$ cat config.mk
export PLATFORM = sky130hd
export DESIGN_NAME = hist_chan_sched
export DESIGN_NICKNAME = d
export VERILOG_FILES = /design/src/rtl/hist_chan_sched.sv
export SDC_FILE = /design/constraint.sdc
export NUM_CORES = 1
export LEC_CHECK = 0
export CAP_MARGIN = 20
export CORE_ASPECT_RATIO = 1.25
export CORE_MARGIN = 3
export CORE_UTILIZATION = 24
export CTS_BUF_LIST = sky130_fd_sc_hd__clkbuf_16
export CTS_CLUSTER_DIAMETER = 200
export CTS_CLUSTER_SIZE = 14
export DETAILED_ROUTE_END_ITERATION = 8
export GPL_TIMING_DRIVEN = 1
export PLACE_DENSITY = 0.48
export SYNTH_ARGS = -nofsm -noshare
export SYNTH_HDL_FRONTEND = slang
export SYNTH_SLANG_ARGS = --single-unit
$ cat constraint.sdc
create_clock -name clk -period 3 [get_ports clk]
set_input_delay 0.6 -clock clk [delete_from_list [all_inputs] [get_ports clk]]
set_output_delay 0.6 -clock clk [all_outputs]
set_load 0.01 [all_outputs]
$ cat src/rtl/hist_chan_sched.sv
// Frame-synchronous channel scheduler for the histogram component selector.
// Switches hist_switch only after a finished accumulation and its readout, and gates accumulation to whole frames.
module hist_chan_sched #(
  parameter int unsigned FRAMES_PER_CHAN = 1,
  parameter int unsigned SETTLE_CYCLES   = 4,
  parameter logic [3:0]  CHAN_MASK       = 4'b1111
) (
  input  logic       clk,
  input  logic       reset,
  input  logic       enable,
  input  logic       auto_mode,
  input  logic [3:0] manual_sel,
  input  logic       frame_end_hist,
  input  logic       rd_done,
  output logic [3:0] hist_switch,
  output logic       hist_gate,
  output logic       rd_start,
  output logic       chan_changed,
  output logic [7:0] frame_cnt
);

  localparam int unsigned CNT_W    = 8;
  localparam int unsigned NUM_CHAN = 4;
  localparam logic [3:0]  EFF_MASK = (CHAN_MASK == 4'b0000) ? 4'b1000 : CHAN_MASK;
  localparam logic [3:0]  RST_CHAN = 4'b1000;

  typedef enum logic [2:0] {
    S_IDLE,
    S_ACQ,
    S_RD_WAIT,
    S_SETTLE,
    S_ALIGN
  } state_t;

  state_t           state_q, state_d;
  logic [3:0]       hist_switch_q, hist_switch_d;
  logic             hist_gate_q, hist_gate_d;
  logic             rd_start_q, rd_start_d;
  logic             chan_changed_q, chan_changed_d;
  logic [CNT_W-1:0] frame_cnt_q, frame_cnt_d;
  logic [CNT_W-1:0] settle_cnt_q, settle_cnt_d;

  logic [3:0] auto_next;
  logic [3:0] next_chan;
  logic [3:0] rot_cand;
  logic       auto_found;
  logic       manual_ok;
  logic       last_frame;

  // Auto rotation: first enabled channel strictly above the current one, wrapping back to itself.
  always_comb begin
    auto_next  = hist_switch_q;
    auto_found = 1'b0;
    rot_cand   = hist_switch_q;
    for (int k = 1; k <= NUM_CHAN; k++) begin
      rot_cand = 4'((hist_switch_q << k) | (hist_switch_q >> (NUM_CHAN - k)));
      if (!auto_found && ((rot_cand & EFF_MASK) != 4'b0000)) begin
        auto_next  = rot_cand;
        auto_found = 1'b1;
      end
    end
  end

  assign manual_ok  = (manual_sel != 4'b0000) && ((manual_sel & (manual_sel - 4'd1)) == 4'b0000);
  assign next_chan  = auto_mode ? auto_next : (manual_ok ? manual_sel : hist_switch_q);
  assign last_frame = (32'(frame_cnt_q) + 32'd1) >= FRAMES_PER_CHAN;

  // Next-state and registered-output logic.
  always_comb begin
    state_d        = state_q;
    hist_switch_d  = hist_switch_q;
    rd_start_d     = 1'b0;
    chan_changed_d = 1'b0;
    frame_cnt_d    = frame_cnt_q;
    settle_cnt_d   = settle_cnt_q;

    case (state_q)
      S_IDLE: begin
        frame_cnt_d = '0;
        if (enable && frame_end_hist) begin
          state_d = S_ACQ;
        end
      end

      S_ACQ: begin
        if (!enable) begin
          state_d     = S_IDLE;
          frame_cnt_d = '0;
        end else if (frame_end_hist) begin
          if (!last_frame) begin
            frame_cnt_d = frame_cnt_q + 8'd1;
          end else begin
            frame_cnt_d = '0;
            rd_start_d  = 1'b1;
            state_d     = S_RD_WAIT;
          end
        end
      end

      // Readout in flight: only rd_done moves us on, even if enable has dropped.
      S_RD_WAIT: begin
        if (rd_done) begin
          if (!enable) begin
            state_d = S_IDLE;
          end else if (next_chan != hist_switch_q) begin
            hist_switch_d  = next_chan;
            chan_changed_d = 1'b1;
            settle_cnt_d   = 8'(SETTLE_CYCLES);
            state_d        = S_SETTLE;
          end else begin
            state_d = S_ALIGN;
          end
        end
      end

      S_SETTLE: begin
        if (!enable) begin
          state_d = S_IDLE;
        end else if (settle_cnt_q <= 8'd1) begin
          state_d = S_ALIGN;
        end else begin
          settle_cnt_d = settle_cnt_q - 8'd1;
        end
      end

      S_ALIGN: begin
        if (!enable) begin
          state_d = S_IDLE;
        end else if (frame_end_hist) begin
          state_d = S_ACQ;
        end
      end

      default: begin
        state_d     = S_IDLE;
        frame_cnt_d = '0;
      end
    endcase

    hist_gate_d = (state_d == S_ACQ);
  end

  always_ff @(posedge clk) begin
    if (reset) begin
      state_q        <= S_IDLE;
      hist_switch_q  <= RST_CHAN;
      hist_gate_q    <= 1'b0;
      rd_start_q     <= 1'b0;
      chan_changed_q <= 1'b0;
      frame_cnt_q    <= '0;
      settle_cnt_q   <= '0;
    end else begin
      state_q        <= state_d;
      hist_switch_q  <= hist_switch_d;
      hist_gate_q    <= hist_gate_d;
      rd_start_q     <= rd_start_d;
      chan_changed_q <= chan_changed_d;
      frame_cnt_q    <= frame_cnt_d;
      settle_cnt_q   <= settle_cnt_d;
    end
  end

  assign hist_switch  = hist_switch_q;
  assign hist_gate    = hist_gate_q;
  assign rd_start     = rd_start_q;
  assign chan_changed = chan_changed_q;
  assign frame_cnt    = frame_cnt_q;

endmodule

==> flow_metrics.env <==
export IMPL_route_detailed_wl_per_inst_um=11.9
export IMPL_final_area_um2=2030
export IMPL_finalHoldViolCount=0
export IMPL_p_comb_share_pct=10.8
export IMPL_num_io_pins=25
export IMPL_switching_share_pct=20.8
export IMPL_dp_hpwl_mm=2.80
export IMPL_slowest_stage="clkdlybuf4s50_1"
export IMPL_final_cell_mix="dfxtp_1, clkdlybuf4s50_1, nor2_1, nand2_1, a21oi_1"
export IMPL_fmax_mhz=374
export IMPL_synthFlopType="dfxtp_1"
export IMPL_synth_distinct_cells=45
export IMPL_ys_seq_area_share_pct=33.0
export IMPL_setup_ws_ps=328
export IMPL_cp_cell_sequence="clkdlybuf4s50_1 > xor2_1 > a31oi_1 > a32oi_1 > a2111oi_4 > nand2b_1 > nor2_1 > a211o_1"
export IMPL_gp_congestion=0.795
export IMPL_fin_setup_tns_ps=0
export IMPL_max_stage_delay_ps=550
export IMPL_die_w_um=78.5
export IMPL_clock_sinks=26
export IMPL_total_leakage_power_uw=0.000710
export IMPL_endpoint_kind="register"
export IMPL_min_period_ps=2670
export IMPL_finalClockSkew_ps=9.21
export IMPL_viasPerCell=4.68
export IMPL_rsz0062_at_grt="no"
export IMPL_syn_cell_area_um2=1580
export IMPL_cts_tree="done"
export IMPL_synth_nets=213
export IMPL_drt_total_wl_mm=3.68
export IMPL_place_area_um2=1930
export IMPL_antenna_cells=0
export IMPL_area_delta_synth_final_pct=28.9
export IMPL_vdd_drop_max_mv=0.216
export IMPL_track_usage_pct=9.93
export IMPL_initial_core_util_pct=25.1
export IMPL_synth_xor_area_share_pct=1.67
export IMPL_crit_required_ps=3150
export IMPL_synth_edf_count=0
export IMPL_place_ws_ps=42.3
export IMPL_post_route_period_util_pct=89.1
export IMPL_cts_setup_buffers=0
export IMPL_fp_dieArea_um2=7590
export IMPL_holdWs_ps=490
export IMPL_crit_arrival_ps=2820
export IMPL_nets=239
export IMPL_async_reset_ff_share_pct=0
export IMPL_slew_headroom_pct=63.5
export IMPL_fp_coreArea_um2=6290
export IMPL_path_clk_slew_ps=70
export IMPL_setup_violations_final=0
export IMPL_clock_latency_ps=260
export IMPL_post_cts_resized=0
export IMPL_grt_max_degree=16
export IMPL_synth_simple_area_share_pct=30.8
export IMPL_synth_fa_ha_area_share_pct=3.81
export IMPL_fp_row_count=32
export IMPL_portBuffers=24
export IMPL_dp_cells=305
export IMPL_detail_route_antenna_nets=0
export IMPL_muxShareOfSynthArea_pct=0
export IMPL_powerDensity_nw_per_um2=406
export IMPL_pwr_share_clk_pct=46.8
export IMPL_drv_cap=0
export IMPL_grt_pass1_wl_mm=6.34
export IMPL_post_synth_inst_count=199
export IMPL_worst_slew_pin_slew_ps=540
export IMPL_drive_above_1_share_pct=12.1
export IMPL_ys_warn_count=0
export IMPL_internal_power_uw=654
export IMPL_final_max_slew_viol_count=0
export IMPL_worstHoldPathType="register to register"
export IMPL_status="complete, no violations"
export IMPL_clockBufferDepth=2
export IMPL_grt_pass1_vias=1377
export IMPL_cts_hold_buffers=0
export IMPL_synth_compound_area_share_pct=23.6
export IMPL_start_kind="input port"
export IMPL_fillers=675
export IMPL_gr_total_overflow=0
export IMPL_antenna_found_initial=0
export IMPL_cts_root_buf="clkbuf_16"
export IMPL_synth_seq_cells=26
export IMPL_synth_avg_cell_area_um2=7.93
export IMPL_firstDrtPassIters=4
export IMPL_drc=0
export IMPL_drtIter0Drc=36
export IMPL_cts_htree_levels=1
export IMPL_synth_top_family_by_area="simple AND/OR/NAND/NOR gates"
export IMPL_critPathKind="input port to register"
export IMPL_cp_max_fo=8
export IMPL_final_cells=309
export IMPL_num_vias=1446
export IMPL_cts_made_buffers=3
export IMPL_final_common_cell="dfxtp_1"
export IMPL_sequentialPowerShare_pct=42.4
export IMPL_fp_dieH_um=96.7
export IMPL_power_switching_uw=172
[kinds of logic (layout without fill, tap and decap cells)]
| kind of cell | after synthesis | in the layout |
|---|---|---|
| buffers and inverters | 23 | 48 |
| AOI/OAI and AO/OA | 51 | 51 |
| xor gates and xnor gates | 3 | 3 |
| adders and majority gates | 5 | 5 |
| DFF | 26 | 26 |
| and+or+nand+nor | 91 | 91 |
[stage by stage]
stage	util, %	total power [uW]
6_report	32.3	826
5_1_grt	32.3	858
4_1_cts	32.3	835
3_5_place_dp	30.7	448
3_3_place_gp	30.7	448
2_1_floorplan	-	416
[sequential cells by signal, indices dropped and copies added (netlist names)]
register and count:
settle_cnt_q 8, hist_switch 4, hist_gate 1, chan_changed 1, state_q 3, rd_start 1, frame_cnt 8
[layout make-up]
cell class	instances	area, um^2	share of cell area [%]
repair buffers	35	323	15.9
clock buffers	3	75.1	3.69
clock inverters	1	30.0	1.48
well taps	85	106	5.23
inverters	9	33.8	1.66
flip-flops and latches	26	520	25.6
multi-input cells	150	945	46.5
[synthesized netlist by cell type (2+ instances only)]
library cell	n	area [um^2]
nor3b_1	2	15.0
a211o_1	4	35.0
o21ai_0	10	50.1
nand2b_1	3	18.8
nor3_1	10	50.1
a221o_1	2	20.0
inv_1	9	33.8
clkbuf_1	3	11.3
nor4_1	2	12.5
buf_1	2	7.51
nor2_1	22	82.6
nand3b_1	6	45.0
buf_2	6	30.0
nand2_1	17	63.8
buf_6	2	22.5
nand3_1	5	25.0
nor4b_1	4	35.0
a31o_2	3	26.3
a21bo_2	3	30.0
dfxtp_1	26	521
o211ai_1	3	22.5
nor2b_1	2	12.5
a211oi_1	2	15.0
xor2_1	2	17.5
or3_1	2	12.5
a21oi_1	12	60.1
a31oi_1	6	37.5
nand4_1	3	18.8
and2_1	7	43.8
ha_1	4	50.1
[metal layers]
metal  GRT usage [%]  share of wire, %  up-vias
met3            1.40               3.8        2
met5               0                 0        -
met2            17.6                48       26
met4            2.42              0.73        0
li1                -                 -      763
met1            12.5                47      655
[worst paths after layout]
| check | start | to | slack (ps) | cells past startpoint |
|---|---|---|---|---|
| setup / recovery | manual_sel[1] | hist_switch[3] | 330 | 8 |
| hold / removal | frame_cnt[6] | frame_cnt[6] | 490 | 1 |
| setup reg to reg | settle_cnt_q[2] | settle_cnt_q[6] | 750 | 8 |
| hold reg to reg | frame_cnt[6] | frame_cnt[6] | 490 | 1 |
[critical path: cells and delay by family]
family / cells / cell delay (ps)
xor gates and xnor gates: 1 / 220
AOI/OAI and AO/OA: 4 / 1070
and+or+nand+nor: 2 / 380
buffers and inverters: 1 / 550
[power groups by stage]
stage | logic (uW) | clock network [uW] | registers [uW]
6_report | 88.8 | 387 | 351
3_3_place_gp | 89.7 | 0 | 359
4_1_cts | 89.4 | 395 | 351
5_1_grt | 98.6 | 408 | 351
2_1_floorplan | 58.8 | 0 | 357
3_5_place_dp | 88.8 | 0 | 359
No activity file was read; power rests on OpenSTA's default activity.
